`src/rtl/let_fmod.sv`:
```
// Sequential signed floored-modulo unit: quot = floor(a/b), rem = a - b*quot.
// Restoring shift-subtract divider on magnitudes, then a sign/floor fix-up cycle.
module let_fmod #(
    parameter int WIDTH = 32
) (
    input  logic             clk,
    input  logic             rst,
    input  logic             start,
    input  logic [WIDTH-1:0] a,
    input  logic [WIDTH-1:0] b,
    output logic             busy,
    output logic             done,
    output logic [WIDTH-1:0] quot,
    output logic [WIDTH-1:0] rem,
    output logic             div_by_zero
);

    localparam int CW = $clog2(WIDTH + 1);

    typedef enum logic [1:0] {
        IDLE,
        CALC,
        FIX,
        DONE
    } state_t;

    state_t           state;
    logic [CW-1:0]    cnt;
    logic [WIDTH-1:0] a_reg;
    logic [WIDTH-1:0] b_reg;
    logic [WIDTH-1:0] dvd;
    logic [WIDTH-1:0] ub;
    logic [WIDTH-1:0] pr;
    logic [WIDTH-1:0] fix_q;
    logic [WIDTH-1:0] fix_r;
    logic             fix_dz;

    logic [WIDTH-1:0] abs_a;
    logic [WIDTH-1:0] abs_b;
    logic [WIDTH:0]   shifted;
    logic             ge;
    logic [WIDTH-1:0] diff;
    logic             a_neg;
    logic             b_neg;
    logic [WIDTH-1:0] qt;
    logic [WIDTH-1:0] rt;
    logic [WIDTH-1:0] q_final;
    logic [WIDTH-1:0] r_final;

    // Magnitudes as unsigned; the most negative value maps onto 2^(WIDTH-1).
    assign abs_a = a[WIDTH-1] ? -a : a;
    assign abs_b = b[WIDTH-1] ? -b : b;

    // The trial value is one bit wider than the divisor; after a successful
    // subtract the difference is below ub, so WIDTH bits suffice to keep it.
    assign shifted = {pr, dvd[WIDTH-1]};
    assign ge      = shifted >= {1'b0, ub};
    assign diff    = shifted[WIDTH-1:0] - ub;

    assign a_neg = a_reg[WIDTH-1];
    assign b_neg = b_reg[WIDTH-1];

    always_comb begin
        qt      = (a_neg ^ b_neg) ? -dvd : dvd;
        rt      = a_neg ? -pr : pr;
        q_final = qt;
        r_final = rt;
        if ((rt != '0) && (rt[WIDTH-1] != b_neg)) begin
            q_final = qt - 1'b1;
            r_final = rt + b_reg;
        end
    end

    always_ff @(posedge clk or posedge rst) begin
        if (rst) begin
            state       <= IDLE;
            cnt         <= '0;
            a_reg       <= '0;
            b_reg       <= '0;
            dvd         <= '0;
            ub          <= '0;
            pr          <= '0;
            fix_q       <= '0;
            fix_r       <= '0;
            fix_dz      <= 1'b0;
            busy        <= 1'b0;
            done        <= 1'b0;
            quot        <= '0;
            rem         <= '0;
            div_by_zero <= 1'b0;
        end else begin
            done <= 1'b0;
            case (state)
                IDLE: begin
                    if (start) begin
                        a_reg <= a;
                        b_reg <= b;
                        dvd   <= abs_a;
                        ub    <= abs_b;
                        pr    <= '0;
                        cnt   <= CW'(WIDTH - 1);
                        busy  <= 1'b1;
                        state <= CALC;
                    end
                end
                CALC: begin
                    pr  <= ge ? diff : shifted[WIDTH-1:0];
                    dvd <= {dvd[WIDTH-2:0], ge};
                    if (cnt == '0) begin
                        state <= FIX;
                    end else begin
                        cnt <= cnt - 1'b1;
                    end
                end
                FIX: begin
                    // A zero divisor bypasses the divider result entirely.
                    if (b_reg == '0) begin
                        fix_q  <= '0;
                        fix_r  <= a_reg;
                        fix_dz <= 1'b1;
                    end else begin
                        fix_q  <= q_final;
                        fix_r  <= r_final;
                        fix_dz <= 1'b0;
                    end
                    state <= DONE;
                end
                DONE: begin
                    done        <= 1'b1;
                    busy        <= 1'b0;
                    quot        <= fix_q;
                    rem         <= fix_r;
                    div_by_zero <= fix_dz;
                    state       <= IDLE;
                end
                default: state <= IDLE;
            endcase
        end
    end

endmodule

```
`config.mk`:
```
export PLATFORM = sky130hd
export DESIGN_NAME = let_fmod
export DESIGN_NICKNAME = d
export VERILOG_FILES = /design/src/rtl/let_fmod.sv
export SDC_FILE = /design/constraint.sdc
export NUM_CORES = 1
export LEC_CHECK = 0
export ABC_AREA = 1
export BUFFER_PORTS_ARGS = -buffer_cell sky130_fd_sc_hd__buf_2
export CORE_MARGIN = 2
export CORE_UTILIZATION = 42
export DETAILED_ROUTE_END_ITERATION = 6
export PLACE_DENSITY_LB_ADDON = 0.1
export RECOVER_POWER = 100
export SYNTH_ARGS = -nofsm -noshare
export SYNTH_HDL_FRONTEND = slang
export SYNTH_SLANG_ARGS = --single-unit
```
`constraint.sdc`:
```
create_clock -name clk -period 12.54 [get_ports clk]
set_clock_uncertainty 0.1 [all_clocks]
set_input_delay 1.254 -clock clk [delete_from_list [all_inputs] [get_ports clk]]
set_output_delay 1.254 -clock clk [all_outputs]
set_load 0.02 [all_outputs]
```
After elaboration in Yosys (flattened, before gate mapping)
Index checks and enable logic that the tools add are counted.
{ "word_totals": {"regBits": 300, "latchBits": 0, "ram_bits": 0, "rom_bits": 0, "input_bits": 67, "word_cells": 67, "mem_count": 0} }
{ "op_classes": {"n_addsub": 8, "multipliers": 0, "div_mod_pow": 0, "magnitude_cmp": 1, "n_eq_ne": 7, "n_shift": 0, "muxes": 23, "bitwise_logic": 1, "n_reduce_logical": 12} }
{ "ops": {"columns": ["cell", "n"], "rows": [
  ["$mux 32", 11],
  ["$neg 32->32", 4],
  ["$pmux 32 s2", 2],
  ["$ge 33x32->1", 1],
  ["$add 32x32->32", 1],
  ["$logic_not 32->1", 1],
  ["$reduce_bool 32->1", 1],
  ["$sub 32x1->32 const B", 1],
  ["$sub 32x32->32", 1],
  ["$mux 6", 2],
  ["$pmux 6 s2", 1],
  ["$pmux 2 s4", 1],
  ["$reduce_and 2->1", 4],
  ["$logic_not 6->1", 1],
  ["$ne 2x2->1 const B", 3],
  ["$sub 6x1->6 const B", 1],
  ["$eq 2x2->1 const B", 2],
  ["$mux 2", 2],
  ["$reduce_bool 2->1", 2],
  ["$mux 1", 3],
  ["$reduce_and 3->1", 1],
  ["$eq 2x1->1 const B", 1],
  ["$logic_not 2->1", 1],
  ["$pmux 1 s2", 1],
  ["3 further kinds", 3]
]} }

Longest topological paths before layout
Gate-level depths: netlist (run 1).
{ "logic_depth": {"depth_word": 6, "mapped_depth": 26} }

Worst setup path before layout (run 1)
No wires, ideal clock.
{ "synth_path": {"path_kind": "in2reg", "start": "in b[1]", "end": "reg ub[28]", "arrival_ps": 2909, "required_ps": 12314, "slack_ps": 9405, "path_stages": 15, "path_buffers": 0, "cell_sequence": "inv_1 -> ha_1 -> nand3_1 -> nor3_1 -> nand4_1 -> inv_1 -> nand3_1 -> nor3_1 -> nand2_1 -> inv_1 -> nand4_1 -> nand2_1 -> nand2_1 -> nor2_1 -> o21ai_0"} }
{ "synth_via": {"elab_chain_cells": 2} }
{ "synth_lines": {"columns": ["element", "line_no", "source"], "rows": [
  ["start: declaration", "10", "input logic [WIDTH-1:0] b,"],
  ["$neg 32->32", "52", "assign abs_b = b[WIDTH-1] ? -b : b;"],
  ["$mux 32", "52", null],
  ["end signal: assignment", "99", "ub <= abs_b;"],
  ["end: declaration", "32", "logic [WIDTH-1:0] ub;"]
]} }
Every way passes these cells.
A chain may end at the register's enable or synchronous reset.

Final worst setup path (run 1)
{ "layout_path": {"start": "reg state[1]", "end": "reg dvd[14]"} }
{ "layout_via": {"elab_chain_cells": 3, "word_cells_on_any_way": 6, "classes_between": "eq/ne: 2; mux: 1; reduce/logical: 3"} }
{ "layout_lines": {"columns": ["element", "line_no", "source"], "rows": [
  ["start: declaration", "27", "state_t state;"],
  ["start signal: assignment", "76", "state <= IDLE;"],
  ["start signal: assignment", "103", "state <= CALC;"],
  ["start signal: assignment", "110", "state <= FIX;"],
  ["$eq 2x1->1 or $logic_not 2->1 (tied branches)", "93", "case (state)"],
  ["$reduce_bool 2->1 (no line) or $ne 2x2->1 (tied branches)", null, null],
  ["$reduce_and 2->1 (no line)", null, null],
  ["end signal: assignment", "98", "dvd <= abs_a;"],
  ["end signal: assignment", "108", "dvd <= {dvd[WIDTH-2:0], ge};"],
  ["end: declaration", "31", "logic [WIDTH-1:0] dvd;"]
]} }
Several ways; a longest one is shown, not always the timed one.

==> reports/qor.log, run 1 <==
[detailed_routing] post-DR vias/cell 5.49
[synth] most used flip-flop cell after synthesis dfrtp_1
[detailed_routing] drc violations 0
[clock_tree] clock tree from TritonCTS done
[placed_design] number of buffers added on ports 133
[floorplanning] die width 228 um
[global_routing] vias in the first global route 20029
[sta] Total Neg Setup Slack 0 ps
[sta] maximum achievable frequency 157 MHz
[sta] endpoints failing setup 0
[sta] post-layout minimum cycle time 6370 ps
[floorplanning] Floorplan Core Area 49900 um2
[worst_setup_path] highest fanout seen on the critical path 88
[detailed_routing] Routed wire per std cell 19.7 um
[clock_tree] clock root cell clkbuf_16
[detailed_routing] number of violations reported at the end of detailed-routing iteration 0 2267
[detailed_routing] Total Routed Length 77700 um
[worst_setup_path] critical path startpoint category flip-flop
[floorplanning] Starting Density 42.3%
[worst_setup_path] critical path start-end classification flip-flop to flip-flop
[sta] share of the clock period used by the worst path after layout 50.8%
[synth] top post-synthesis cells by count 1080 x nand2_1, 309 x inv_1, 299 x dfrtp_1
[global_routing] global-route wire length before repair 120000 um
[clock_tree] number of buffers inserted to repair setup after CTS 0
[synth] total of warnings raised by yosys 0
[worst_setup_path] data required time at the worst endpoint 12870 ps
[placed_design] GPL Wtd Cong 0.991
[synth] leading cell type by number of instances after synthesis nand2_1
[layout] share of final-layout standard cells stronger than drive strength 1 5.98%
[floorplanning] top-level I/O count 134
[synth] sequential fraction of the synthesis area 35.5%
[synth] net count after synthesis 3314
[worst_setup_path] capturing element type of the critical path flip-flop
[layout] number of nets at the end of the flow 3399
[clock_tree] clk sink count 299
[clock_tree] maximum level of the CTS H-tree 2
[global_routing] Total GRT Usage 29.6%
[status] result of the run finished, violations left
[sta] Hold Fails Final Rpt 0
[flow_run] max capacitance violation total 12
[sta] Slew Limit Headroom -309%
[synth] post-synth cell types 49
[floorplanning] number of placement rows 82
[layout] final antenna diode count 0
[synth] cell taking the most area after synthesis dfrtp_1
[clock_tree] Inserted Clock Buffers 38
[layout] Core Util, Final 47.0%
[synth] post-synthesis instance area 21100 um2
[floorplanning] area enclosed by the die boundary 52000 um2
[synth] post-synthesis instance total 3165
[clock_tree] largest buffer count on any clock path 3
[detailed_routing] remaining number of nets flagged by the antenna check after routing 0
[synth] proportion of register bits with asynchronous set or reset after synthesis 100%
[placed_design] Detailed Place HPWL 59500 um
[global_routing] pin count of the biggest net entering global routing 162
[sta] RSZ-0062 raised after global routing false
[synth] top-area cell type share of the netlist area 35.5%
[detailed_routing] detailed-route via count 21687
[detailed_routing] number of iterations in the first detailed-routing pass 6
[clock_tree] clock latency of the later-clocked register in the worst-skew pair 580 ps
[floorplanning] height of the die 228 um
[synth] count of flip-flops with a built-in enable after synthesis 0
[clock_tree] CTS clock-pin slew for the worst setup and hold paths 60 ps
[worst_hold_path] Worst Hold Class flip-flop to flip-flop
[layout] Area Growth Syn to Fin 11.0%
[sta] worst-margin pin slew 6140 ps
[clock_tree] post_cts resized 0
[global_routing] total grt overflow 0
[synth] flip-flop and latch count after synthesis 299
[status] violations in the final reports capacitance limit, slew limit
[synth] mean instance size in the synthesized netlist 6.67 um2
[clock_tree] Hold Buf Count CTS 0
[synth] leading cell types by total area after synthesis dfrtp_1 35%, nand2_1 19%, nand3_1 5.8%
[worst_setup_path] Arrival @ worst endpoint 6700 ps
[sta] Slew Viols, Final 646
[global_routing] number of antenna violations at the first check in global routing 0
[worst max-delay path: stages (launching register included)]
cell and delay (ps):
dfrtp_1 400, inv_1 110, ha_1 150, clkbuf_1 1290, a21oi_1 700, clkinv_1 200, clkbuf_1 2510, o221ai_1 470
o21ai_0 260
[cells in the final DEF, fill, tap and decap left out, types with 19 or more instances in the layout]
cell type,instances
o211ai_1,57
xnor2_1,19
dfrtp_1,299
nand3_1,245
buf_2,65
nand4_1,41
clkbuf_16,38
nor2_1,284
nor3_1,35
a21oi_1,137
nor4_1,19
inv_1,306
nand2_1,1080
ha_1,80
o21ai_0,254
xor2_1,51
clkbuf_1,82
[per-stage QoR]
step	std cells	hold slack [ps]	cell area (um2)	worst slack, ps
floorplan	3165	344	21100	2930
finish	3948	368	23400	6170
CTS	3948	368	23600	8380
global placement	3882	349	22300	8470
detailed placement	3882	353	22300	8380
global route	3948	393	23400	5480
[final timing paths]
check | start | to | slack [ps] | depth (start not counted)
max | state[1]$_DFFE_PP0P_ | dvd[14]$_DFFE_PP0P_ | 6170 | 8
min | rem[29]$_DFFE_PP0P_ | rem[29]$_DFFE_PP0P_ | 370 | 2
max reg2reg | state[1]$_DFFE_PP0P_ | dvd[14]$_DFFE_PP0P_ | 6170 | 8
min reg2reg | rem[29]$_DFFE_PP0P_ | rem[29]$_DFFE_PP0P_ | 370 | 2
max in group asynchronous | rst | fix_q[11]$_DFFE_PP0P_ | 7080 | 2
min in group asynchronous | rst | rem[18]$_DFFE_PP0P_ | 2460 | 2
[metal layers]
layer / wire [um] / up-vias / global-route usage (%)
met5: 0 / - / 0
met4: 1450 / 0 / 6.58
met3: 6560 / 91 / 4.95
met2: 31300 / 895 / 41.6
met1: 38400 / 10219 / 46.8
li1: - / 10482 / -
[kinds of logic after synthesis]
logic type | count (synthesis) | synth area share [%]
adders and majority gates | 82 | 4.93
DFF | 299 | 35.5
buffers and inverters | 434 | 8.23
xor gates and xnor gates | 74 | 3.21
and+or+nand+nor | 1752 | 34.4
AOI/OAI and AO/OA | 524 | 13.7
[cell type report]
cell class | instances | area, um2
clock buffers | 50 | 1080
clock inverters | 16 | 226
fillers | 5382 | 26400
inverters | 328 | 1230
multi-input cells | 2432 | 11900
flip-flops and latches | 299 | 7480
well taps | 672 | 841
repair buffers | 151 | 691
Power of run 1 is left out: the tool's default activity adds up to more than one toggle a clock period on the data nets, which glitch-free logic cannot reach.
==> inputs of run 2 (changes only) <==
==> constraint.sdc (replaced) <==
create_clock -name clk -period 6.25 [get_ports clk]
set_clock_uncertainty 0.1 [all_clocks]
set_input_delay 0.625 -clock clk [delete_from_list [all_inputs] [get_ports clk]]
set_output_delay 0.625 -clock clk [all_outputs]
set_load 0.02 [all_outputs]
==> run 2 against run 1 <==
The run still ends with capacitance limit, slew limit left. Setup slack got worse by 5200 ps. Non-clock buffer count unchanged. Final area decreased by 0.26%. Core utilization decreased by 0.12 points. Largest cell class unchanged.
==> reports/qor.log, run 2 (synthesized netlist as in run 1, its figures left out) <==
[clock_tree] clock root cell clkbuf_16
[worst_setup_path] critical path startpoint category flip-flop
[global_routing] vias in the first global route 19944 [-0.42%]
[sta] Hold Fails Final Rpt 0 [unchanged]
[sta] worst-margin pin slew 4190 ps [-1950 ps]
[clock_tree] CTS clock-pin slew for the worst setup and hold paths 60 ps [about the same]
[clock_tree] maximum level of the CTS H-tree 2 [unchanged]
[layout] final antenna diode count 0 [unchanged]
[global_routing] global-route wire length before repair 119000 um [-0.78%]
[global_routing] total grt overflow 0 [unchanged]
[worst_setup_path] highest fanout seen on the critical path 31 [-65%]
[detailed_routing] remaining number of nets flagged by the antenna check after routing 0 [unchanged]
[layout] most common cell after layout, fill and taps aside nand2_1
[clock_tree] number of buffers inserted to repair setup after CTS 0 [unchanged]
[worst_setup_path] R2R depth 8 [unchanged]
[worst_setup_path] Arrival @ worst endpoint 5660 ps [-1040 ps]
[detailed_routing] detailed-route via count 21616 [-0.33%]
[layout] share of final-layout standard cells stronger than drive strength 1 6.13% [+0.15 points]
[detailed_routing] post-DR vias/cell 5.47 [-0.35%]
[worst_setup_path] capturing element type of the critical path flip-flop
[layout] Area Growth Syn to Fin 10.8%
[sta] share of the clock period used by the worst path after layout 84.0% [+33 points]
[worst_setup_path] capture point of the worst reg-to-reg path fix_q[2]$_DFFE_PP0P_
[floorplanning] top-level I/O count 134 [unchanged]
[sta] worst-case hold slack 183 ps [-185 ps]
[clock_tree] largest buffer count on any clock path 3 [unchanged]
[floorplanning] die width 228 um [unchanged]
[worst_setup_path] endpoint of the worst setup timing path fix_q[2]$_DFFE_PP0P_
[global_routing] Total GRT Usage 29.5% [-0.11 points]
[sta] post-layout minimum cycle time 5250 ps [-1120 ps]
[worst_hold_path] Worst Hold Class input pin to flip-flop
[detailed_routing] Total Routed Length 77400 um [-0.35%]
[placed_design] number of buffers added on ports 133 [unchanged]
[worst_setup_path] start point of the critical path b_reg[1]$_DFFE_PP0P_
[clock_tree] clock tree from TritonCTS done
[clock_tree] Hold Buf Count CTS 0 [unchanged]
[detailed_routing] Routed wire per std cell 19.6 um [-0.38%]
[clock_tree] clk sink count 299 [unchanged]
[detailed_routing] drc violations 0 [unchanged]
[placed_design] Detailed Place HPWL 60000 um [+0.72%]
[sta] Slew Limit Headroom -180% [+130 points]
[worst_setup_path] r2r setup slk 1000 ps [-5170 ps]
[floorplanning] height of the die 228 um [unchanged]
[sta] maximum achievable frequency 190 MHz [+21%]
[worst_setup_path] critical path start-end classification flip-flop to flip-flop
[status] result of the run finished, violations left
[flow_run] max capacitance violation total 7 [-5]
[floorplanning] Floorplan Core Area 49900 um2 [unchanged]
[clock_tree] post_cts resized 0 [unchanged]
[layout] number of nets at the end of the flow 3398 [-0.029%]
[sta] Slew Viols, Final 523 [-19%]
[sta] Total Neg Setup Slack 0 ps [unchanged]
[sta] RSZ-0062 raised after global routing false
[detailed_routing] number of violations reported at the end of detailed-routing iteration 0 2357 [+4.0%]
[status] violations in the final reports capacitance limit, slew limit
[global_routing] pin count of the biggest net entering global routing 161 [-0.62%]
[floorplanning] number of placement rows 82 [unchanged]
[detailed_routing] number of iterations in the first detailed-routing pass 6 [unchanged]
[placed_design] GPL Wtd Cong 0.976 [-1.5%]
[sta] endpoints failing setup 0 [unchanged]
[clock_tree] clock latency of the later-clocked register in the worst-skew pair 580 ps [about the same]
[layout] leading cell types in the layout, fill and taps excluded 1081 x nand2_1, 306 x inv_1, 299 x dfrtp_1
[floorplanning] area enclosed by the die boundary 52000 um2 [unchanged]
[global_routing] number of antenna violations at the first check in global routing 1 [+1]
[clock_tree] Inserted Clock Buffers 37 [-2.6%]
[worst_setup_path] data required time at the worst endpoint 6660 ps [-6210 ps]
[worst_setup_path] worst flop-to-flop path startpoint b_reg[1]$_DFFE_PP0P_
[floorplanning] Starting Density 42.3% [unchanged]
-- run 2: worst max-delay path, cell delays in order (launching register included) --
cell and delay [ps]:
dfrtp_1 530, nor4_1 160, nand4_1 180, nor4_1 80, clkbuf_1 550, nor2_1 2030
clkbuf_1 1020, nand3_1 390, nand2_1 130
-- run 2: metrics by stage --
stage | utilization [%] | worst slack (ps) | std cells | area [um2]
floorplan | - | 1550 | 3165 | 21100
global placement | 44.7 | 2160 | 3882 | 22300
detailed placement | 44.7 | 2160 | 3882 | 22300
CTS | 47.2 | 2170 | 3949 | 23500
global route | 46.9 | 897 | 3949 | 23400
finish | 46.9 | 998 | 3949 | 23400
-- run 2: worst min path at each step --
stage	to	slack, ps	startpoint	cells past startpoint
3_5_place_dp	quot[25]$_DFFE_PP0P_	350	quot[25]$_DFFE_PP0P_	2
6_report	ub[13]$_DFFE_PP0P_	180	b[13]	2
5_1_grt	ub[28]$_DFFE_PP0P_	180	b[28]	2
4_1_cts	ub[25]$_DFFE_PP0P_	160	b[25]	2
3_3_place_gp	rem[27]$_DFFE_PP0P_	350	rem[27]$_DFFE_PP0P_	2
2_1_floorplan	a_reg[28]$_DFFE_PP0P_	340	a_reg[28]$_DFFE_PP0P_	2
-- run 2: layout make-up --
| type | instances | area, um2 |
|---|---|---|
| clock buffer | 47 | 1000 |
| clock inverter | 20 | 241 |
| fill | 5387 | 26500 |
| inverter | 328 | 1230 |
| multi-input combinational | 2432 | 11900 |
| sequential | 299 | 7480 |
| tap | 672 | 841 |
| timing repair buffer | 151 | 689 |
-- run 2: routing by layer --
metal	wire length, um	share of wire (%)	track usage [%]
met4	1520	2.0	6.15
met3	5620	7.3	3.91
met5	7	0.0090	0
met1	38700	50	47.1
met2	31500	41	41.9
Power of run 2 is left out for the same reason.
==> inputs of run 3 (changes only) <==
==> constraint.sdc (replaced) <==
create_clock -name clk -period 4.9 [get_ports clk]
set_clock_uncertainty 0.1 [all_clocks]
set_input_delay 0.49 -clock clk [delete_from_list [all_inputs] [get_ports clk]]
set_output_delay 0.49 -clock clk [all_outputs]
set_load 0.02 [all_outputs]
==> run 3 against run 2 <==
The flow still finishes with violations (capacitance limit, slew limit). Final cell count increased by 0.10%. Register-to-register slack got worse by 350 ps. Global-route usage decreased by 0.27 points. Final area increased by 0.25%. Sequential cell count unchanged. Hold slack got worse by 140 ps. First-iteration DRC count increased by 3.9%. Setup slack got worse by 350 ps. Core utilization increased by 0.12 points. Routed wire length about the same. Die area unchanged. Non-clock buffer count increased by 5. Critical path type unchanged.
==> reports/qor.log, run 3 (synthesized netlist as in run 1, its figures left out) <==
[detailed_routing] Routed wire per std cell 19.6 um [-0.17%]
[sta] endpoints failing setup 0 [unchanged]
[floorplanning] Floorplan Core Area 49900 um2 [unchanged]
[floorplanning] top-level I/O count 134 [unchanged]
[detailed_routing] detailed-route via count 21581 [-0.16%]
[worst_setup_path] sequence of cells on the critical path ha_1, clkbuf_1, inv_1, buf_4, nand2_1, nand2_1
[flow_run] max capacitance violation total 4 [-3]
[detailed_routing] number of violations reported at the end of detailed-routing iteration 0 2448 [+3.9%]
[detailed_routing] remaining number of nets flagged by the antenna check after routing 0 [unchanged]
[floorplanning] height of the die 228 um [unchanged]
[sta] RSZ-0062 raised after global routing false
[worst_setup_path] critical path start-end classification flip-flop to flip-flop
[placed_design] GPL Wtd Cong 0.972 [-0.46%]
[worst_setup_path] cell type of the slowest stage on the worst timing path clkbuf_1
[floorplanning] Starting Density 42.3% [unchanged]
[sta] Total Neg Setup Slack 0 ps [unchanged]
[worst_setup_path] r2r setup slk 650 ps [-350 ps]
[worst_setup_path] start point of the critical path state[0]$_DFFE_PP0P_
[placed_design] number of buffers added on ports 133 [unchanged]
[sta] share of the clock period used by the worst path after layout 86.8% [+2.8 points]
[clock_tree] clock root cell clkbuf_16
[clock_tree] largest buffer count on any clock path 3 [unchanged]
[global_routing] global-route wire length before repair 118000 um [-1.2%]
[detailed_routing] post-DR vias/cell 5.46 [-0.26%]
[floorplanning] area enclosed by the die boundary 52000 um2 [unchanged]
[worst_setup_path] Arrival @ worst endpoint 4590 ps [-1070 ps]
[layout] final antenna diode count 0 [unchanged]
[sta] post-layout minimum cycle time 4250 ps [-1000 ps]
[worst_setup_path] critical path startpoint category flip-flop
[clock_tree] post_cts resized 0 [unchanged]
[floorplanning] die width 228 um [unchanged]
[worst_setup_path] worst flop-to-flop path startpoint state[0]$_DFFE_PP0P_
[global_routing] number of antenna violations at the first check in global routing 1 [unchanged]
[placed_design] post-placement setup slack 1120 ps [-1040 ps]
[floorplanning] number of placement rows 82 [unchanged]
[global_routing] vias in the first global route 19694 [-1.3%]
[sta] Hold Fails Final Rpt 0 [unchanged]
[clock_tree] number of buffers inserted to repair setup after CTS 0 [unchanged]
[worst_setup_path] highest fanout seen on the critical path 66 [+110%]
[worst_setup_path] capturing element type of the critical path flip-flop
[detailed_routing] drc violations 0 [unchanged]
[worst_hold_path] Worst Hold Class input pin to flip-flop
[sta] worst-case hold slack 41.1 ps [-142 ps]
[detailed_routing] Total Routed Length 77300 um [about the same]
[layout] Core Util, Final 47.0% [+0.12 points]
[worst_setup_path] CP peak stage delay 2280 ps [+250 ps]
[worst_setup_path] R2R depth 6 [-2]
[worst_setup_path] capture point of the worst reg-to-reg path rem[12]$_DFFE_PP0P_
[detailed_routing] DRT met1 WL 37600 um [-2.9%]
[worst_setup_path] data required time at the worst endpoint 5240 ps [-1420 ps]
[status] result of the run finished, violations left
[detailed_routing] met3 wire len 6520 um [+16%]
[clock_tree] CTS clock-pin slew for the worst setup and hold paths 60 ps [about the same]
[layout] Area Growth Syn to Fin 11.0%
[sta] worst setup margin 647 ps [-350 ps]
[sta] Slew Limit Headroom -118% [+62 points]
[global_routing] pin count of the biggest net entering global routing 155 [-3.7%]
[worst_setup_path] cell repeated most along the worst path nand2_1
[worst_hold_path] worst hold stages 2 [unchanged]
[sta] Slew Viols, Final 369 [-29%]
[clock_tree] maximum level of the CTS H-tree 2 [unchanged]
[layout] most common cell after layout, fill and taps aside nand2_1
[clock_tree] clock latency of the later-clocked register in the worst-skew pair 570 ps [about the same]
[clock_tree] Inserted Clock Buffers 36 [-2.7%]
[sta] maximum achievable frequency 235 MHz [+24%]
[layout] number of nets at the end of the flow 3402 [+0.12%]
[detailed_routing] number of iterations in the first detailed-routing pass 6 [unchanged]
[global_routing] Total GRT Usage 29.2% [-0.27 points]
[clock_tree] clock tree from TritonCTS done
[clock_tree] clk sink count 299 [unchanged]
[placed_design] Detailed Place HPWL 60100 um [+0.27%]
[layout] share of final-layout standard cells stronger than drive strength 1 6.40% [+0.27 points]
[worst_setup_path] endpoint of the worst setup timing path rem[12]$_DFFE_PP0P_
[layout] leading cell types in the layout, fill and taps excluded 1080 x nand2_1, 309 x inv_1, 299 x dfrtp_1
[detailed_routing] highest routing layer actually used met4
[global_routing] total grt overflow 0 [unchanged]
[status] violations in the final reports capacitance limit, slew limit
[sta] worst-margin pin slew 3270 ps [-926 ps]
[detailed_routing] met2 WL 31600 um [+0.13%]
==> run 3: cell types whose count changed in the layout (fill, tap and decap cells not counted), sizes merged <==
cell	before	now
inv	325	327
buf	76	84
bufinv	4	3
clkinv	15	13
clkbuf	122	117
dlygate4sd3	0	1
clkinvlp	4	5
==> run 3: worst min path at each step <==
| stage | end | slack (ps) | start |
|---|---|---|---|
| final | ub[28]$_DFFE_PP0P_ | 40 | b[28] |
| after global routing | ub[27]$_DFFE_PP0P_ | 30 | b[27] |
| after CTS | ub[27]$_DFFE_PP0P_ | 10 | b[27] |
| after detailed placement | quot[31]$_DFFE_PP0P_ | 350 | quot[31]$_DFFE_PP0P_ |
| after global placement | rem[17]$_DFFE_PP0P_ | 350 | rem[17]$_DFFE_PP0P_ |
| after floorplan | a_reg[28]$_DFFE_PP0P_ | 340 | a_reg[28]$_DFFE_PP0P_ |
==> run 3: area by class of cell <==
cell class                 instances  area (um2)
fill                            5358       26400
timing repair buffer             156         773
inverter                         328        1230
multi-input combinational       2432       11900
sequential                       299        7480
clock buffer                      46         998
clock inverter                    20         223
tap                              672         841
==> run 3: metal layers <==
metal,vias up,track usage [%]
met4,0,6.64
met1,10200,45.4
li1,10492,-
met2,798,41.5
met5,-,0
met3,91,5.63
==> run 3: through the flow <==
| stage | instances | instance area (um2) |
|---|---|---|
| detailed placement | 3886 | 22300 |
| floorplan | 3165 | 21100 |
| finish | 3953 | 23400 |
| global route | 3953 | 23400 |
| CTS | 3953 | 23600 |
| global placement | 3886 | 22300 |
==> run 3: worst max-delay path: cells and delay by family, from the launching register on <==
kind	cells	cell delay, ps
fa+ha+maj	1	150
simple gates	2	230
flops	1	370
buf+inv	3	3190
==> run 3: repair_timing <==
action,4_1_cts,5_1_grt
endpoints found under the hold margin,13,0
hold buffers,1,0
endpoints found under the setup margin,0,0
Power of run 3 is left out for the same reason.
